### src/rtl/arith_pkg.sv
// Shared arithmetic-library definitions.
// Holds the controller state encoding used by the serial arithmetic
// controllers (adder today, multiplier/subtractor later).
package arith_pkg;

  localparam logic [1:0] ST_IDLE = 2'd0;
  localparam logic [1:0] ST_RUN  = 2'd1;
  localparam logic [1:0] ST_DONE = 2'd2;

  typedef enum logic [1:0] {
    IDLE = ST_IDLE,
    RUN  = ST_RUN,
    DONE = ST_DONE
  } ctrl_state_t;

endpackage

### src/rtl/fa_cell.sv
// Combinational full adder built from two half adders with their carries ORed.
// Ports: a, b, cin (inputs); s = a ^ b ^ cin, cout = majority(a, b, cin).
module fa_cell (
  input  logic a,
  input  logic b,
  input  logic cin,
  output logic s,
  output logic cout
);

  logic s1, c1, c2;

  half_adder u_ha0 (
    .a (a),
    .b (b),
    .s (s1),
    .c (c1)
  );

  half_adder u_ha1 (
    .a (s1),
    .b (cin),
    .s (s),
    .c (c2)
  );

  assign cout = c1 | c2;

endmodule

### src/rtl/half_adder.sv
// Half adder: one-bit sum and carry of two inputs.
// Ports: a, b (inputs); s = a ^ b, c = a & b (outputs).
module half_adder (
  input  logic a,
  input  logic b,
  output logic s,
  output logic c
);

  assign s = a ^ b;
  assign c = a & b;

endmodule

### src/rtl/serial_adder_ctrl.sv
// Bit-serial adder: one shared full-adder cell processes the operands LSB first,
// one bit per clock, producing {cout, sum} = a + b + cin after WIDTH RUN cycles.
// Ports:
//   clk, rst        clock, synchronous active-high reset
//   start           request, accepted in IDLE or DONE only
//   a, b, cin       operands, captured on an accepted start
//   busy            high while computing
//   done            one-cycle pulse when sum/cout are updated
//   sum, cout       registered result, held until the next completion
module serial_adder_ctrl
  import arith_pkg::*;
#(
  parameter int unsigned WIDTH = 8,
  parameter int unsigned CNT_W = $clog2(WIDTH + 1)
) (
  input  logic             clk,
  input  logic             rst,
  input  logic             start,
  input  logic [WIDTH-1:0] a,
  input  logic [WIDTH-1:0] b,
  input  logic             cin,
  output logic             busy,
  output logic             done,
  output logic [WIDTH-1:0] sum,
  output logic             cout
);

  ctrl_state_t      state_q, state_d;
  logic [WIDTH-1:0] op_a_q, op_b_q, psum_q, psum_d, sum_q;
  logic [CNT_W-1:0] cnt_q;
  logic             carry_q, cout_q;
  logic             fa_s, fa_c;
  logic             accept, last_bit;

  fa_cell u_fa (
    .a    (op_a_q[0]),
    .b    (op_b_q[0]),
    .cin  (carry_q),
    .s    (fa_s),
    .cout (fa_c)
  );

  // New sum bit enters at the MSB so the LSB-first stream ends up in order.
  if (WIDTH == 1) begin : g_psum_w1
    assign psum_d = fa_s;
  end else begin : g_psum_wn
    assign psum_d = {fa_s, psum_q[WIDTH-1:1]};
  end

  assign accept   = start && ((state_q == IDLE) || (state_q == DONE));
  assign last_bit = (cnt_q == CNT_W'(WIDTH - 1));

  always_ff @(posedge clk) begin
    if (rst) begin
      state_q <= IDLE;
    end else begin
      state_q <= state_d;
    end
  end

  always_comb begin
    state_d = state_q;
    busy    = 1'b0;
    done    = 1'b0;
    unique case (state_q)
      IDLE: begin
        if (start) state_d = RUN;
      end
      RUN: begin
        busy = 1'b1;
        if (last_bit) state_d = DONE;
      end
      DONE: begin
        done    = 1'b1;
        state_d = start ? RUN : IDLE;
      end
      default: state_d = IDLE;
    endcase
  end

  always_ff @(posedge clk) begin
    if (rst) begin
      op_a_q  <= '0;
      op_b_q  <= '0;
      psum_q  <= '0;
      carry_q <= 1'b0;
      cnt_q   <= '0;
      sum_q   <= '0;
      cout_q  <= 1'b0;
    end else if (accept) begin
      op_a_q  <= a;
      op_b_q  <= b;
      carry_q <= cin;
      cnt_q   <= '0;
    end else if (state_q == RUN) begin
      op_a_q  <= op_a_q >> 1;
      op_b_q  <= op_b_q >> 1;
      carry_q <= fa_c;
      psum_q  <= psum_d;
      cnt_q   <= cnt_q + CNT_W'(1);
      // Publish on the final bit so sum/cout stay stable between completions.
      if (last_bit) begin
        sum_q  <= psum_d;
        cout_q <= fa_c;
      end
    end
  end

  assign sum  = sum_q;
  assign cout = cout_q;

endmodule

### config.mk
export PLATFORM = sky130hd
export DESIGN_NAME = serial_adder_ctrl
export DESIGN_NICKNAME = d
export VERILOG_FILES = /design/src/rtl/arith_pkg.sv /design/src/rtl/fa_cell.sv /design/src/rtl/half_adder.sv /design/src/rtl/serial_adder_ctrl.sv
export SDC_FILE = /design/constraint.sdc
export NUM_CORES = 1
export LEC_CHECK = 0
export ABC_AREA = 1
export CORE_MARGIN = 5
export CORE_UTILIZATION = 40
export CTS_BUF_LIST = sky130_fd_sc_hd__clkbuf_8
export DETAILED_ROUTE_END_ITERATION = 10
export PLACE_DENSITY_LB_ADDON = 0.1
export SLEW_MARGIN = 10
export SYNTH_ARGS = -nofsm -noshare
export SYNTH_HDL_FRONTEND = slang
export SYNTH_SLANG_ARGS = --single-unit
export TNS_END_PERCENT = 20
### constraint.sdc
create_clock -name clk -period 1.24 [get_ports clk]
set_input_delay 0.186 -clock clk [delete_from_list [all_inputs] [get_ports clk]]
set_output_delay 0.186 -clock clk [all_outputs]
set_load 0.05 [all_outputs]
==> results.json <==
{
  "outcome": "finished, violations left",
  "violations": "negative setup slack",
  "final-hold-violation-count": 0,
  "cts_made_buffers": 5,
  "synth.distinct_cells": 19,
  "synth.area.top_cells": "dfxtp_1 (50%), nand2_1 (10%), o21ai_0 (7.9%)",
  "grt_overflow": 0,
  "grtUsageTotal": 0.1436,
  "cts.sinks": 39,
  "syn-num-nets": 235,
  "synth-edff-count": 0,
  "hp-class": "reg2reg",
  "initial_core_util": 0.4211,
  "synth_area_per_cell_um2": 7.401,
  "core_um2": 3744,
  "timing.final.crit_share": 1.007,
  "synth_cells": 213,
  "timing.fmax_mhz": 800.8,
  "path_class": "reg2out",
  "p_per_area_nw_per_um2": 1218,
  "dr.pass1.iters": 4,
  "gp_congestion": 0.8103,
  "cp_cell_sequence": "buf_6 -> nor2_4 -> buf_12 -> buf_12",
  "syn_area_um2": 1577,
  "r2r-start": "carry_q$_SDFFE_PP0P_",
  "ctsHtreeMaxLevel": 2,
  "grt_setup_unrepaired": "yes",
  "slowest_stage": "dfxtp_2",
  "dp_hpwl_um": 2562,
  "rows": 22,
  "wirelength_um": 3488,
  "setup_slack_ps": -8.742,
  "port_buffers": 30,
  "dr_wl_met3_um": 169,
  "power_uw": 2834,
  "power.leakage_uw": 0.0009726,
  "cts_tree": "done",
  "cts_root_buffer": "clkbuf_8",
  "synthArstFlopShare": 0,
  "drc": 0,
  "r2r_slack_ps": 80,
  "grt_pass1_wl_um": 6009,
  "hold_depth": 2,
  "dr_wl_met2_um": 1677,
  "ys.warnings.count": 0,
  "netlist.area_leader.share": 0.4952,
  "grt_max_degree": 23,
  "top_layer": "met4",
  "die_y_um": 72.78,
  "finalMaxSlewViolations": 0,
  "slew_headroom": 0.8714,
  "final_nets": 282,
  "arrival_ps": 1060,
  "crit_path_end_kind": "primary output",
  "finClkSkew_ps": 4.625,
  "path_common_cell": "buf_12",
  "min_period_ps": 1249,
  "synth_top_cell_by_area": "dfxtp_1",
  "antenna_found_initial": 0,
  "peakVddDrop_mv": 0.8254,
  "avgViaCountPerCell": 4.673,
  "die-area_um2": 5297,
  "worstPathRequired_ps": 1050,
  "holdPathEnd": "psum_q[4]$_SDFFE_PP0P_",
  "ys_seq_area_frac": 0.4952,
  "synth.most_common_cell": "nand2_1",
  "fin_setup_tns_ps": -13.95,
  "ant_nets": 0,
  "ys_ff_latch": 39,
  "area_growth_pct": 47.54,
  "die_w_um": 72.78,
  "first_global_vias": 1334,
  "wl_per_cell_um": 11.29,
  "drv_cap": 0,
  "antenna_cells": 0,
  "clk_latency_ps": 280,
  "drt-met1-wl_um": 1630,
  "rr_worst_depth": 3,
  "clk_pin_slew_worst_paths_ps": 70,
  "worstSetupStartpointType": "register",
  "vias": 1444,
  "cts_hold_buf": 0,
  "timing.rr.end": "psum_q[7]$_SDFFE_PP0P_",
  "yosys_most_used_dff": "dfxtp_1",
  "cpPeakStageDelay_ps": 330,
  "finalSetupViolations": 2,
  "min-delay-start": "psum_q[4]$_SDFFE_PP0P_",
  "drive_above_1_share": 0.2146,
  "drt-initial-drc-count": 78,
  "io_pins": 31,
  "worst_pin_slew_ps": 190.9,
  "crit_fanout": 2,
  "synth_commonest_cells": "nand2_1 (44), dfxtp_1 (39), o21ai_0 (25)",
  "clk_path_buf_depth": 2
}
-- worst max-delay path, delay by kind of cell (launching register included) --
kind | cells | cell delay, ps
flip-flops | 1 | 330
AND/OR/NAND/NOR | 1 | 100
buffers and inverters | 3 | 350
-- cell families (layout without fill, tap and decap cells) --
| group | count (synthesis) | after routing | share of synthesized area |
|---|---|---|---|
| compound gates | 47 | 47 | 0.1508 |
| fa+ha+maj | 2 | 2 | 0.02063 |
| buf+inv | 33 | 81 | 0.08651 |
| simple gates | 92 | 92 | 0.2468 |
| flops | 39 | 39 | 0.4952 |
-- flip-flops by register name (all words and copies together) (netlist names) --
register / cells
op_a_q: 8
op_b_q: 8
sum: 8
psum_q: 7
cnt_q: 4
state_q: 2
carry_q: 1
cout: 1
-- power breakdown --
part	internal, µW	switching [µW]
combinational	193	212
clock	651	413
sequential	1330	38.0
-- layer usage --
metal	vias to the layer above	global-route usage
met5	-	0
met4	0	0.03074
met3	2	0.04132
met2	34	0.2375
met1	631	0.1858
li1	777	-
-- metrics by stage --
stage	worst slack (ps)	cell area (µm²)	std cells	util	hold slack (ps)
2_1_floorplan	71.93	1579	213	-	320.9
6_report	-8.742	2326	309	0.6213	464.3
3_5_place_dp	-134.3	2143	299	0.5725	452.8
3_3_place_gp	-62.97	2143	299	0.5725	453.0
5_1_grt	-69.81	2326	309	0.6213	477.7
4_1_cts	-24.30	2287	309	0.6110	462.3
-- worst max path at each step --
stage                       startpoint                      to  slack, ps  cells past startpoint
6_report       state_q[1]$_SDFFE_PP0P_                    busy         -9                      4
5_1_grt        state_q[0]$_SDFFE_PP0P_                    busy        -70                      4
4_1_cts        state_q[0]$_SDFFE_PP0P_                    busy        -20                      4
3_5_place_dp                     start   cnt_q[0]$_SDFFE_PP0P_       -130                      7
3_3_place_gp                     start    carry_q$_SDFFE_PP0P_        -60                      8
2_1_floorplan  state_q[0]$_SDFFE_PP0P_  op_a_q[0]$_SDFFE_PP0P_         70                      7
-- timing repair --
item	CTS	global route
gates resized for setup	4	15
endpoints found under the setup margin	3	19
setup buffers	2	0
pin swaps	1	0
-- layout make-up --
type                    count  area (µm²)
clock buffers               6       82.58
clock inverters             2       35.03
fillers                   360        1418
inverters                  24       90.09
multi-input cells         141       698.2
flip-flops and latches     39       787.0
well taps                  48       60.06
repair buffers             49       573.1
-- layout by cell type, fill, tap and decap left out, types with 6 or more instances in the layout --
cell type and count:
dfxtp_1 36, a21oi_1 20, buf_4 16, nand2_1 42, nand3_1 15, nor3_1 6
o21ai_0 23, buf_12 12, clkbuf_8 6, clkdlybuf4s50_1 19, inv_1 21, nor2_1 19
(Power assumes the default switching activity.)
